### config.mk
export PLATFORM = sky130hd
export DESIGN_NAME = secure_router_rx_flat
export DESIGN_NICKNAME = d
export VERILOG_FILES = /design/src/rtl/secure_router_rx_if.sv /design/src/rtl/secure_router_rx.sv /design/src/flat_wrapper.sv
export SDC_FILE = /design/constraint.sdc
export NUM_CORES = 1
export LEC_CHECK = 0
export ABC_AREA = 1
export BUFFER_PORTS_ARGS = -buffer_cell sky130_fd_sc_hd__buf_2
export CORE_MARGIN = 2
export CORE_UTILIZATION = 40
export CTS_CLUSTER_DIAMETER = 200
export DETAILED_ROUTE_END_ITERATION = 10
export HOLD_SLACK_MARGIN = 0.05
export PLACE_DENSITY = 0.6
export RECOVER_POWER = 25
export SYNTH_ARGS = -nofsm -noshare
export SYNTH_HDL_FRONTEND = slang
export SYNTH_SLANG_ARGS = --single-unit
### constraint.sdc
create_clock -name clk -period 2.3 [get_ports clk]
set_input_delay 0.115 -clock clk [delete_from_list [all_inputs] [get_ports clk]]
set_output_delay 0.115 -clock clk [all_outputs]
set_load 0.01 [all_outputs]
### src/rtl/secure_router_rx_if.sv
// secure_router_rx_if: valid/ready word stream from the lane receiver to its consumer.
interface secure_router_rx_if #(
    parameter int DATA_W = 4
);
    logic [DATA_W-1:0] out_data;
    logic              out_valid;
    logic              out_ready;
    modport master (output out_data, output out_valid, input out_ready);
    modport slave  (input out_data, input out_valid, output out_ready);
endinterface

### src/rtl/secure_router_rx.sv
// secure_router_rx: deserializes strobe-qualified parity frames into a FWFT FIFO,
// reporting parity, framing and overflow errors as pulses plus a saturating count.
module secure_router_rx #(
    parameter int DATA_W     = 4,
    parameter int FIFO_DEPTH = 2,
    parameter int CNT_W      = 8
) (
    input  logic                 clk,
    input  logic                 rst_n,
    input  logic                 data_in,
    input  logic                 strobe_in,
    secure_router_rx_if.master   out_if,
    output logic                 par_err,
    output logic                 frame_err,
    output logic                 drop,
    output logic [CNT_W-1:0]     err_count
);
    localparam int CW = $clog2(DATA_W + 2);
    localparam int AW = $clog2(FIFO_DEPTH);

    typedef enum logic [1:0] {IDLE, SHIFT, DRAIN} state_t;

    state_t              state_q, state_d;
    logic [CW-1:0]       cnt_q, cnt_d;
    logic [DATA_W:0]     sr_q, sr_d;
    logic                excess_q, excess_d;
    logic                par_err_q, par_err_d;
    logic                frame_err_q, frame_err_d;
    logic                drop_q, drop_d;
    logic [CNT_W-1:0]    err_count_q, err_count_d;
    logic [DATA_W-1:0]   mem_q [FIFO_DEPTH], mem_d [FIFO_DEPTH];
    logic [AW-1:0]       wr_q, wr_d, rd_q, rd_d;
    logic [AW:0]         fill_q, fill_d;
    logic [DATA_W-1:0]   hold_q, hold_d;
    logic                done, good, full, pop, push;

    always_comb begin
        state_d     = state_q;
        cnt_d       = cnt_q;
        sr_d        = sr_q;
        excess_d    = excess_q;
        frame_err_d = 1'b0;
        done        = 1'b0;
        case (state_q)
            IDLE: if (strobe_in) begin
                sr_d    = {{DATA_W{1'b0}}, data_in};
                cnt_d   = CW'(1);
                state_d = SHIFT;
            end
            SHIFT: if (strobe_in) begin
                sr_d  = {sr_q[DATA_W-1:0], data_in};
                cnt_d = cnt_q + CW'(1);
                if (cnt_q == CW'(DATA_W)) begin
                    done     = 1'b1;
                    excess_d = 1'b0;
                    state_d  = DRAIN;
                end
            end else begin
                frame_err_d = 1'b1;
                cnt_d       = '0;
                sr_d        = '0;
                state_d     = IDLE;
            end
            DRAIN: if (strobe_in) begin
                // Only the first overrun bit is reported; the frame already landed.
                frame_err_d = !excess_q;
                excess_d    = 1'b1;
            end else begin
                cnt_d    = '0;
                excess_d = 1'b0;
                state_d  = IDLE;
            end
            default: state_d = IDLE;
        endcase
    end

    always_comb begin
        full        = fill_q == (AW+1)'(FIFO_DEPTH);
        pop         = out_if.out_valid && out_if.out_ready;
        good        = done && !(^sr_d);
        par_err_d   = done && (^sr_d);
        push        = good && (!full || pop);
        drop_d      = good && full && !pop;
        mem_d       = mem_q;
        if (push) mem_d[wr_q] = sr_d[DATA_W:1];
        wr_d        = wr_q + AW'(push);
        rd_d        = rd_q + AW'(pop);
        fill_d      = fill_q + (AW+1)'(push) - (AW+1)'(pop);
        hold_d      = pop ? mem_q[rd_q] : hold_q;
        err_count_d = ((par_err_d || frame_err_d || drop_d) && err_count_q != '1) ? err_count_q + CNT_W'(1) : err_count_q;
    end

    always_ff @(posedge clk or negedge rst_n) begin
        if (!rst_n) begin
            state_q     <= IDLE;
            cnt_q       <= '0;
            sr_q        <= '0;
            excess_q    <= 1'b0;
            par_err_q   <= 1'b0;
            frame_err_q <= 1'b0;
            drop_q      <= 1'b0;
            err_count_q <= '0;
            mem_q       <= '{default: '0};
            wr_q        <= '0;
            rd_q        <= '0;
            fill_q      <= '0;
            hold_q      <= '0;
        end else begin
            state_q     <= state_d;
            cnt_q       <= cnt_d;
            sr_q        <= sr_d;
            excess_q    <= excess_d;
            par_err_q   <= par_err_d;
            frame_err_q <= frame_err_d;
            drop_q      <= drop_d;
            err_count_q <= err_count_d;
            mem_q       <= mem_d;
            wr_q        <= wr_d;
            rd_q        <= rd_d;
            fill_q      <= fill_d;
            hold_q      <= hold_d;
        end
    end

    // Empty FIFO shows the last word popped so out_data stays stable.
    assign out_if.out_valid = fill_q != '0;
    assign out_if.out_data  = out_if.out_valid ? mem_q[rd_q] : hold_q;
    assign par_err          = par_err_q;
    assign frame_err        = frame_err_q;
    assign drop             = drop_q;
    assign err_count        = err_count_q;
endmodule

### src/flat_wrapper.sv
// flat-port wrapper written by rule: the top's interface ports become plain ports
module secure_router_rx_flat 
#(
    parameter int DATA_W     = 4,
    parameter int FIFO_DEPTH = 2,
    parameter int CNT_W      = 8
)
  (clk, rst_n, data_in, strobe_in, par_err, frame_err, drop, err_count, out_if_out_data, out_if_out_valid, out_if_out_ready);
  secure_router_rx_if #(.DATA_W(DATA_W)) out_if_i ();
  input  logic clk;
  input  logic rst_n;
  input  logic data_in;
  input  logic strobe_in;
  output logic par_err;
  output logic frame_err;
  output logic drop;
  output logic [CNT_W-1:0] err_count;
  output wire logic [$bits(out_if_i.out_data)-1:0] out_if_out_data;
  output wire logic [$bits(out_if_i.out_valid)-1:0] out_if_out_valid;
  input wire logic [$bits(out_if_i.out_ready)-1:0] out_if_out_ready;
  assign out_if_out_data = out_if_i.out_data;
  assign out_if_out_valid = out_if_i.out_valid;
  assign out_if_i.out_ready = out_if_out_ready;
  secure_router_rx #(.DATA_W(DATA_W), .FIFO_DEPTH(FIFO_DEPTH), .CNT_W(CNT_W)) u_core (.clk(clk), .rst_n(rst_n), .data_in(data_in), .strobe_in(strobe_in), .out_if(out_if_i), .par_err(par_err), .frame_err(frame_err), .drop(drop), .err_count(err_count));
endmodule
After elaboration in Yosys (flattened, before gate mapping)
Index checks and enable logic that the tools add are counted.
{ "word_totals": {"rom_bits": 0, "ram_bits": 0, "memories": 0, "input_bits": 5, "out_inout_bits": 16, "ff_bits": 38, "latchBits": 0} }
{ "op_classes": {"n_reduce_logical": 23, "n_lt_le_gt_ge": 3, "n_mux": 29, "n_addsub": 6, "n_eq_ne": 10, "bitwise": 2, "shift": 0, "multipliers": 0, "div": 0} }
{ "ops": {"columns": ["cell", "count"], "rows": [
  ["$mux 4", 5],
  ["$mux 5", 2],
  ["$pmux 5 s2", 1],
  ["$mux 3", 3],
  ["$pmux 3 s3", 1],
  ["$reduce_and 3->1", 3],
  ["$add 8x1->8 const B", 1],
  ["$bwmux 8", 1],
  ["$logic_and 1x1->1", 8],
  ["$mux 1", 8],
  ["$mux 2", 4],
  ["$ne 8x8->1 const B", 1],
  ["$ne 2x2->1 const B", 3],
  ["$pmux 2 s3", 1],
  ["$reduce_xor 5->1", 1],
  ["$demux 4 s1", 1],
  ["$eq 2x2->1 const B", 2],
  ["$ge 2x2->1 const B", 2],
  ["$logic_not 1->1", 4],
  ["$not 1->2", 2],
  ["$pmux 1 s2", 2],
  ["$reduce_bool 2->1", 2],
  ["$add 3x1->3 const B", 1],
  ["$eq 3x3->1 const B", 1],
  ["10 further kinds", 13]
]} }

Logic depth before layout (Yosys ltp)
Gate-level depths: netlist of run 1.
{ "logic_depth": {"depth_word": 9, "depth_mapped": 19, "ltp_nobuf": 18} }

Worst setup path after synthesis of run 1
Ideal clock, no wire load.
{ "synth_timing": {"path_type": "register to register", "from": "register u_core.state_q[0]", "to": "register u_core.mem_q[0] (netlist bit)", "setup_ns": 0.077, "path_slack_ns": -0.032, "path_stages_with_launch": 19, "period_less_slack_ns": 2.332, "arrival_time_ns": 2.254, "n_path_buf": 1, "required_time_ns": 2.223, "cell_sequence": "dfrtp_1 inv_1 ha_1 inv_1 nand2_4 or2_0 nand2_1 nand2_1 nand2_1 nand2_1 nand2_1 nand2_1 nand2_1 nand2_1 nor2_1 ha_1 buf_1 nor2_1 a21oi_1"} }
{ "synth_via": {"elab_chain_len": 6, "elab_cells_between_ends": 9, "cone_classes": "eq/ne (1); mux (3); reduce/logical (5)"} }
{ "synth_lines": {"columns": ["item", "line", "rtl"], "rows": [
  ["start, declared", "secure_router_rx.sv:23", "state_t state_q, state_d;"],
  ["start signal, assigned", "secure_router_rx.sv:109", "state_q <= state_d;"],
  ["$eq 2x1->1 / $logic_not 2->1 (equally long branches)", "secure_router_rx.sv:44", "case (state_q)"],
  ["$pmux 5 s2", "secure_router_rx.sv:44", null],
  ["$reduce_xor 5->1", "secure_router_rx.sv:80", "good = done && !(^sr_d);"],
  ["$logic_not 1->1", "secure_router_rx.sv:80", null],
  ["$logic_and 1x1->1", "secure_router_rx.sv:80", null],
  ["$logic_and 1x1->1", "secure_router_rx.sv:82", "push = good && (!full || pop);"],
  ["end signal, assigned", "secure_router_rx.sv:117", "mem_q <= mem_d;"],
  ["end, declared", "secure_router_rx.sv:31", "logic [DATA_W-1:0] mem_q [FIFO_DEPTH], mem_d [FIFO_DEPTH];"]
]} }
Several ways; a longest one is shown, not always the timed one.
A chain may end at the register's enable or synchronous reset.

Worst setup path in the final report of run 1
{ "layout_timing": {"from": "register u_core.state_q[1]", "to": "register u_core.err_count_q[7] (netlist: u_core.err_count[7])"} }
{ "layout_via": {"elab_chain_len": 9, "elab_cells_between_ends": 15, "cone_classes": "eq/ne (2); mux (3); reduce/logical (10)"} }
{ "layout_lines": {"columns": ["item", "line", "rtl"], "rows": [
  ["$eq 2x1->1 / $logic_not 2->1 (equally long branches)", "secure_router_rx.sv:44", null],
  ["$pmux 5 s2 *", "secure_router_rx.sv:44", null],
  ["via u_core.sr_d[0]", "secure_router_rx.sv:25", "logic [DATA_W:0] sr_q, sr_d;"],
  ["$reduce_xor 5->1 *", "secure_router_rx.sv:80, secure_router_rx.sv:81", null],
  ["$logic_not 1->1", "secure_router_rx.sv:80", null],
  ["$logic_and 1x1->1", "secure_router_rx.sv:80", null],
  ["$logic_and 1x1->1 (2 in series)", "secure_router_rx.sv:83", "drop_d = good && full && !pop;"],
  ["$logic_or 1x1->1 *", "secure_router_rx.sv:90", "err_count_d = ((par_err_d || frame_err_d || drop_d) && err_count_q != '1) ? err_count_q + CNT_W'(1) : err_coun ..."],
  ["$logic_and 1x1->1 *", "secure_router_rx.sv:90", null],
  ["end signal, assigned", "secure_router_rx.sv:116", "err_count_q <= err_count_d;"],
  ["end, declared", "secure_router_rx.sv:30", "logic [CNT_W-1:0] err_count_q, err_count_d;"]
]} }
Mark *: on every way through the listed nets, which the timed path passes. The rest lies on a longest branch.

==> results of run 1 <==
==> layer usage <==
layer / vias to the layer above / wire length, µm
li1: 891 / -
met1: 798 / 2140
met2: 34 / 2030
met3: 2 / 164
met4: 0 / 13
met5: - / 0
==> final cells by class <==
cell class | instances | area (µm²) | share of cell area
repair buffers | 44 | 280 | 0.103
flip-flops and latches | 38 | 951 | 0.351
clock buffers | 6 | 82.6 | 0.0305
well taps | 70 | 87.6 | 0.0323
inverters | 34 | 130 | 0.0480
clock inverters | 2 | 12.5 | 0.00461
multi-input cells | 175 | 1170 | 0.431
==> registers in the layout, indices dropped and copies added, names as in the netlist <==
name              count
u_core.sr_q           5
u_core.frame_err      1
u_core.drop           1
u_core.wr_q           1
u_core.hold_q         4
u_core.state_q        2
u_core.excess_q       1
u_core.fill_q         2
u_core.mem_q          8
u_core.par_err        1
u_core.rd_q           1
u_core.cnt_q          3
u_core.err_count      8
==> worst max-delay path by stage <==
stage                            from             endpoint  depth (start not counted)
detailed placement  u_core.state_q[0]      u_core.mem_q[0]                         16
global route        u_core.state_q[0]  u_core.err_count[3]                         18
floorplan           u_core.state_q[0]      u_core.mem_q[0]                         18
global placement    u_core.state_q[1]      u_core.mem_q[1]                         15
CTS                 u_core.state_q[0]     u_core.fill_q[1]                         16
finish              u_core.state_q[1]  u_core.err_count[7]                         19
==> Yosys cell counts (all sizes together), types with 2 or more instances <==
library cell and n:
xor2 5, o21ai 25, nor2 14, nand3 27
nand2 71, buf 2, a21oi 8, xnor2 5
ha 13, inv 33, dfrtp 38
==> kinds of logic (layout without fill, tap and decap cells) <==
| kind of cell | count (synthesis) | count (layout) | share of synthesized area |
|---|---|---|---|
| flops | 38 | 38 | 0.463 |
| buf+inv | 37 | 86 | 0.0682 |
| simple gates | 116 | 117 | 0.256 |
| xor+xnor | 10 | 10 | 0.0426 |
| compound gates | 35 | 35 | 0.0907 |
| fa+ha+maj | 13 | 13 | 0.0792 |
==> power by group <==
part	total, mW	internal [mW]	leakage (nW)	switching (mW)
clock network	0.484	0.241	0.0472	0.243
logic	1.71	0.743	0.839	0.966
registers	0.996	0.849	0.479	0.147
total	3.19	1.83	1.36	1.36
==> worst reg2reg max path, stage by stage, from the launching register on <==
cell and delay [ns]:
sky130_fd_sc_hd__dfrtp_1 0.39, sky130_fd_sc_hd__inv_2 0.12, sky130_fd_sc_hd__buf_6 0.11, sky130_fd_sc_hd__buf_4 0.09, sky130_fd_sc_hd__ha_2 0.16, sky130_fd_sc_hd__inv_1 0.06
sky130_fd_sc_hd__nand3_2 0.08, sky130_fd_sc_hd__nand2_1 0.06, sky130_fd_sc_hd__nor2_2 0.14, sky130_fd_sc_hd__nand2_1 0.08, sky130_fd_sc_hd__nand2_2 0.07, sky130_fd_sc_hd__inv_1 0.05
sky130_fd_sc_hd__nand2_2 0.07, sky130_fd_sc_hd__nand2_2 0.06, sky130_fd_sc_hd__buf_4 0.14, sky130_fd_sc_hd__nand3_4 0.08, sky130_fd_sc_hd__nand3_4 0.14, sky130_fd_sc_hd__nand2_8 0.15
sky130_fd_sc_hd__nand2_1 0.06, sky130_fd_sc_hd__nand2_1 0.05
==> metrics by stage <==
step,util,area (µm²)
global placement,0.470,2370
CTS,0.499,2520
detailed placement,0.470,2370
finish,0.538,2710
floorplan,-,2060
global route,0.538,2710
==> what timing repair did <==
item / in CTS / in global routing
pin swaps: 1 / 20
hold endpoints to repair: 38 / 0
setup endpoints to repair: 11 / 19
gates resized for setup: 6 / 52
cloned: 0 / 1
hold buffers: 1 / 0
buffers inserted: 1 / 3
==> results.yml, run 1 <==
run:
  cap_violations: 0
clock_tree:
  clock_latency_ns: 0.29
  clock_slew_seen_by_the_registers_of_the_worst_setup_and_hold_paths_ns: 0.08
  cts.htree.levels: 2
  clock_sinks: 38
  clock_tree.buffer_depth: 2
  clock_tree.root_cell: "sky130_fd_sc_hd__clkbuf_8"
  cts-buffers-inserted: 5
  tritoncts: "yes"
global_routing:
  grt_use_met2: 0.242
  gr-total-overflow: 0
  first_global_vias: 1503
  grt_first_pass_wirelength_mm: 7.03
  grt_start_max_net_pins: 39
  globalRouteMet1Util: 0.238
  grt_antenna_before_repair: 0
  global_route.peak_usage_layer: "met2"
  grt_usage: 0.162
  grt_util_met3: 0.0410
synthesis:
  post_syn_instances: 249
  synth_enable_flop_cells: 0
  synth_fp_nets: 267
  synth_top_area_frac: 0.463
  synth-warning-count: 0
  synth_cell_type_count: 26
  yosys.area.top_type: "sky130_fd_sc_hd__dfrtp_1"
  synthArstFlopShare: 1.00
  ys_seq_area_frac: 0.463
  postSynth.topFlopCell: "sky130_fd_sc_hd__dfrtp_1"
  ys_seq_elements: 38
  synth.top_cells.by_area: "sky130_fd_sc_hd__dfrtp_1, sky130_fd_sc_hd__nand2_1, sky130_fd_sc_hd__ha_1"
  synth_area_um2: 2050
  avg_inst_size_synth_um2: 8.25
power:
  power-per-cell-area_nw_per_um2: 1180
  power.total_mw: 3.19
  power.static_leakage_nw: 1.36
  worst_ir_drop_vdd_uv: 561
die:
  rows: 26
  height_of_the_die_um: 75.7
  core_area_um2: 5040
  dieArea_um2: 5730
  design.portCount: 21
  floorplan.initialDensity: 0.407
  die_w_um: 75.7
drt:
  detail-route-antenna-nets: 0
  dr_total_vias: 1725
  detailedRoute.firstPassIterationCount: 4
  avgRoutedWirePerCell_um: 11.8
  drt-vias-per-instance: 4.67
  dr.first_iter.drc_count: 116
  drc: 0
  finalWirelength_mm: 4.35
setup_path:
  worst_ep_required_time_ns: 2.53
  cp_common_cell: "sky130_fd_sc_hd__nand2_1"
  reg2reg_slack_ns: 0.06
  cp_data_arrival_time_ns: 2.46
  crit_chain: "inv_2 > buf_6 > buf_4 > ha_2 > inv_1 > nand3_2 > nand2_1 > nor2_2 > nand2_1 > nand2_2 > inv_1 > nand2_2 > nand2_2 > buf_4 > nand3_4 > nand3_4 > nand2_8 > nand2_1 > nand2_1"
  worst-path-buf-inv: 6
  largest_stage_delay_worst_path_ns: 0.39
  path_max_fanout: 8
  timing_worst_setup_path_type: "flip-flop to flip-flop"
  critical_path.endpoint_type: "flip-flop"
  critical-path-slowest-cell: "sky130_fd_sc_hd__dfrtp_1"
  path_delay_family: "simple AND/OR/NAND/NOR gates"
  timing.rr.start: "u_core.state_q[1]"
  timing.reg2reg.worst_path_depth: 19
  worstSetupStartpointType: "flip-flop"
  rr_endpoint: "u_core.err_count[7]"
layout:
  finish.net_count: 316
  layout_commonest_cell: "sky130_fd_sc_hd__nand2_1"
  diodes: 0
  layout-drive-gt1-share: 0.321
  finalNonFillerCells: 369
  area.growth.synth_to_final_pct: 32.0
  num-fill-cells: 481
  mostFrequentLayoutCells: "sky130_fd_sc_hd__nand2_1, sky130_fd_sc_hd__dfrtp_1, sky130_fd_sc_hd__inv_1"
sta:
  max_freq_mhz: 447
  finish_stage_setup_viols: 0
  timing.slew.headroom: 0.412
  fin_skew_ns: 0.00670
  fin_hold_ws_ns: 0.222
  finalCritPeriodShare: 0.972
  fin_setup_tns_ns: 0
  rsz0062_at_grt: "yes"
  post-route-worst-setup-slack_ns: 0.0638
  finalHoldViolations: 0
  finalMaxSlewViolations: 0
  worst_slew_pin_slew_ns: 0.881
  post-route-min-period_ns: 2.24
placement:
  place_hpwl_mm: 2.94
  placed_cells: 355
  gpl.final_weighted_congestion: 0.780
  post-place-ws_ns: -0.131
  numPortBuffers: 20
hold_path:
  hold_start: "data_in"
  min_delay_worst_endpoint: "u_core.sr_q[0]"
  worst_hold_path.num_cells: 4
  hp-class: "input port to flip-flop"
run_status:
  run_status: "completed"
Power figures use the tool's default switching activity.
==> run 2, diff against run 1 <==
- PLACE_DENSITY: 0.6 -> 0.61
==> run 2 against run 1 <==
Net effect: power is 1.5% higher; worst hold slack worse by 0.0091 ns; combinational power hardly changed; register-to-register slack worse by 0.05 ns; sequential power hardly changed; cell count is 0.27% higher; global-route usage is 0.83 points higher; clock power is 2% higher.
==> results.yml, run 2 (synthesized netlist as in run 1, its figures left out) <==
run_status:
  run_status: "completed"
setup_path:
  path_max_fanout: 8
  reg2reg_slack_ns: 0.02
  largest_stage_delay_worst_path_ns: 0.44
  cp_data_arrival_time_ns: 2.51
  worstSetupStartpointType: "flip-flop"
  crit_chain: "inv_2 > ha_4 > buf_4 > nand2_1 > nand2_4 > nand2_1 > nand2_2 > nand2_2 > nand3_2 > nand2_2 > nand2_2 > nand2_2 > nand2_2 > nor2_4 > ha_4 > nor2_1 > a21oi_1"
  timing_worst_setup_path_type: "flip-flop to flip-flop"
  rr_endpoint: "u_core.mem_q[0]"
  timing.rr.start: "u_core.state_q[0]"
  worst_ep_required_time_ns: 2.53
  critical_path.endpoint_type: "flip-flop"
  cp_common_cell: "sky130_fd_sc_hd__nand2_2"
  critical-path-slowest-cell: "sky130_fd_sc_hd__dfrtp_2"
  timing.reg2reg.worst_path_depth: 17
run:
  cap_violations: 0
clock_tree:
  clock_latency_ns: 0.30
  clock_slew_seen_by_the_registers_of_the_worst_setup_and_hold_paths_ns: 0.08
  clock_tree.buffer_depth: 2
  tritoncts: "yes"
  clock_tree.root_cell: "sky130_fd_sc_hd__clkbuf_8"
  cts-buffers-inserted: 5
  clock_sinks: 38
  cts.htree.levels: 2
drt:
  detailedRoute.firstPassIterationCount: 4
  drc: 0
  avgRoutedWirePerCell_um: 12.0
  detail-route-antenna-nets: 0
  drt-vias-per-instance: 4.61
  dr.first_iter.drc_count: 112
  dr_total_vias: 1707
  finalWirelength_mm: 4.43
power:
  internal-power_mw: 1.85
  power.total_mw: 3.24
  power-per-cell-area_nw_per_um2: 1190
  sequentialPowerShare: 0.313
  power.switching_fraction: 0.428
  power_frac_clock: 0.152
  switching_power_mw: 1.38
  power.static_leakage_nw: 1.36
  share_comb_of_total_power: 0.535
  worst_ir_drop_vdd_uv: 506
sta:
  finalMaxSlewViolations: 0
  max_freq_mhz: 438
  finish_stage_setup_viols: 0
  worst_slew_pin_slew_ns: 0.978
  fin_hold_ws_ns: 0.213
  post-route-min-period_ns: 2.28
  post-route-worst-setup-slack_ns: 0.0175
  timing.slew.headroom: 0.348
  fin_setup_tns_ns: 0
  rsz0062_at_grt: "yes"
  finalCritPeriodShare: 0.992
  finalHoldViolations: 0
  fin_skew_ns: 0.00452
layout:
  finish.net_count: 317
  layout-drive-gt1-share: 0.313
  final_design_area_no_fill_um2: 2720
  area.growth.synth_to_final_pct: 32.3
  postLayoutCoreUtil: 0.539
  mostFrequentLayoutCells: "sky130_fd_sc_hd__nand2_1, sky130_fd_sc_hd__dfrtp_1, sky130_fd_sc_hd__inv_1"
  diodes: 0
  layout_commonest_cell: "sky130_fd_sc_hd__nand2_1"
  finalNonFillerCells: 370
hold_path:
  worst_hold_path.num_cells: 3
  min_delay_worst_endpoint: "u_core.sr_q[2]"
  hp-class: "input port to flip-flop"
  hold_start: "strobe_in"
placement:
  placed_cell_area_um2: 2370
  placed_cells: 355
  gpl.final_weighted_congestion: 0.795
  numPortBuffers: 20
  post-place-ws_ns: -0.141
  place_hpwl_mm: 3.00
die:
  die_w_um: 75.7
  core_area_um2: 5040
  design.portCount: 21
  rows: 26
  floorplan.initialDensity: 0.407
  height_of_the_die_um: 75.7
  dieArea_um2: 5730
global_routing:
  grt_first_pass_wirelength_mm: 7.31
  first_global_vias: 1624
  grt_antenna_before_repair: 0
  grt_usage: 0.171
  grt_start_max_net_pins: 39
  gr-total-overflow: 0
[run 2: cell types whose count changed in the layout (fill, tap and decap cells not counted), moves of 2 or more]
cell / previous run / this run
sky130_fd_sc_hd__buf_2: 12 / 8
sky130_fd_sc_hd__clkbuf_1: 8 / 11
sky130_fd_sc_hd__buf_4: 21 / 23
sky130_fd_sc_hd__nand2_2: 21 / 19
[run 2: how the worst max path moves through the flow]
| stage | startpoint | to | slack, ns | cells after the start |
|---|---|---|---|---|
| finish | u_core.state_q[0] | u_core.mem_q[0] | 0.02 | 17 |
| global route | u_core.state_q[0] | u_core.mem_q[0] | -0.13 | 17 |
| CTS | u_core.state_q[0] | u_core.mem_q[0] | -0.01 | 16 |
| detailed placement | u_core.state_q[0] | u_core.mem_q[0] | -0.14 | 16 |
| global placement | u_core.state_q[1] | u_core.mem_q[1] | -0.03 | 15 |
| floorplan | u_core.state_q[0] | u_core.mem_q[0] | 0.06 | 18 |
[run 2: power groups by stage]
stage	clock network, mW	registers [mW]	logic, mW
final	0.494	1.01	1.73
after global routing	0.527	1.04	1.96
after CTS	0.506	0.985	1.44
after detailed placement	0	0.996	1.42
after global placement	0	0.992	1.40
after floorplan	0	0.976	0.881
[run 2: layer usage]
metal,up-vias,share of wire,track usage
met4,0,0.015,0.0585
met1,773,0.47,0.238
met3,6,0.040,0.0516
li1,899,-,-
met5,-,0,0
met2,29,0.47,0.254
[run 2: timing repair]
| item | 4_1_cts | 5_1_grt |
|---|---|---|
| setup endpoints to repair | 10 | 19 |
| endpoints found under the hold margin | 38 | 0 |
| pin swaps | 1 | 17 |
| setup buffers | 1 | 4 |
| hold buffers | 1 | 0 |
| cloned | 0 | 1 |
| gates resized for setup | 3 | 55 |
[run 2: critical path: cells and delay by family (launching register included)]
family          cells  cell delay, ns
flops               1            0.44
simple gates       12            1.05
buf+inv             2            0.21
compound gates      1            0.11
fa+ha+maj           2            0.40
[run 2: area by class of cell]
| class | instances | area [µm²] |
|---|---|---|
| Clock inverter | 2 | 12.5 |
| Tap cell | 70 | 87.6 |
| Fill cell | 466 | 2320 |
| Sequential cell | 38 | 952 |
| Timing Repair Buffer | 45 | 280 |
| Inverter | 34 | 130 |
| Multi-Input combinational cell | 175 | 1170 |
| Clock buffer | 6 | 82.6 |
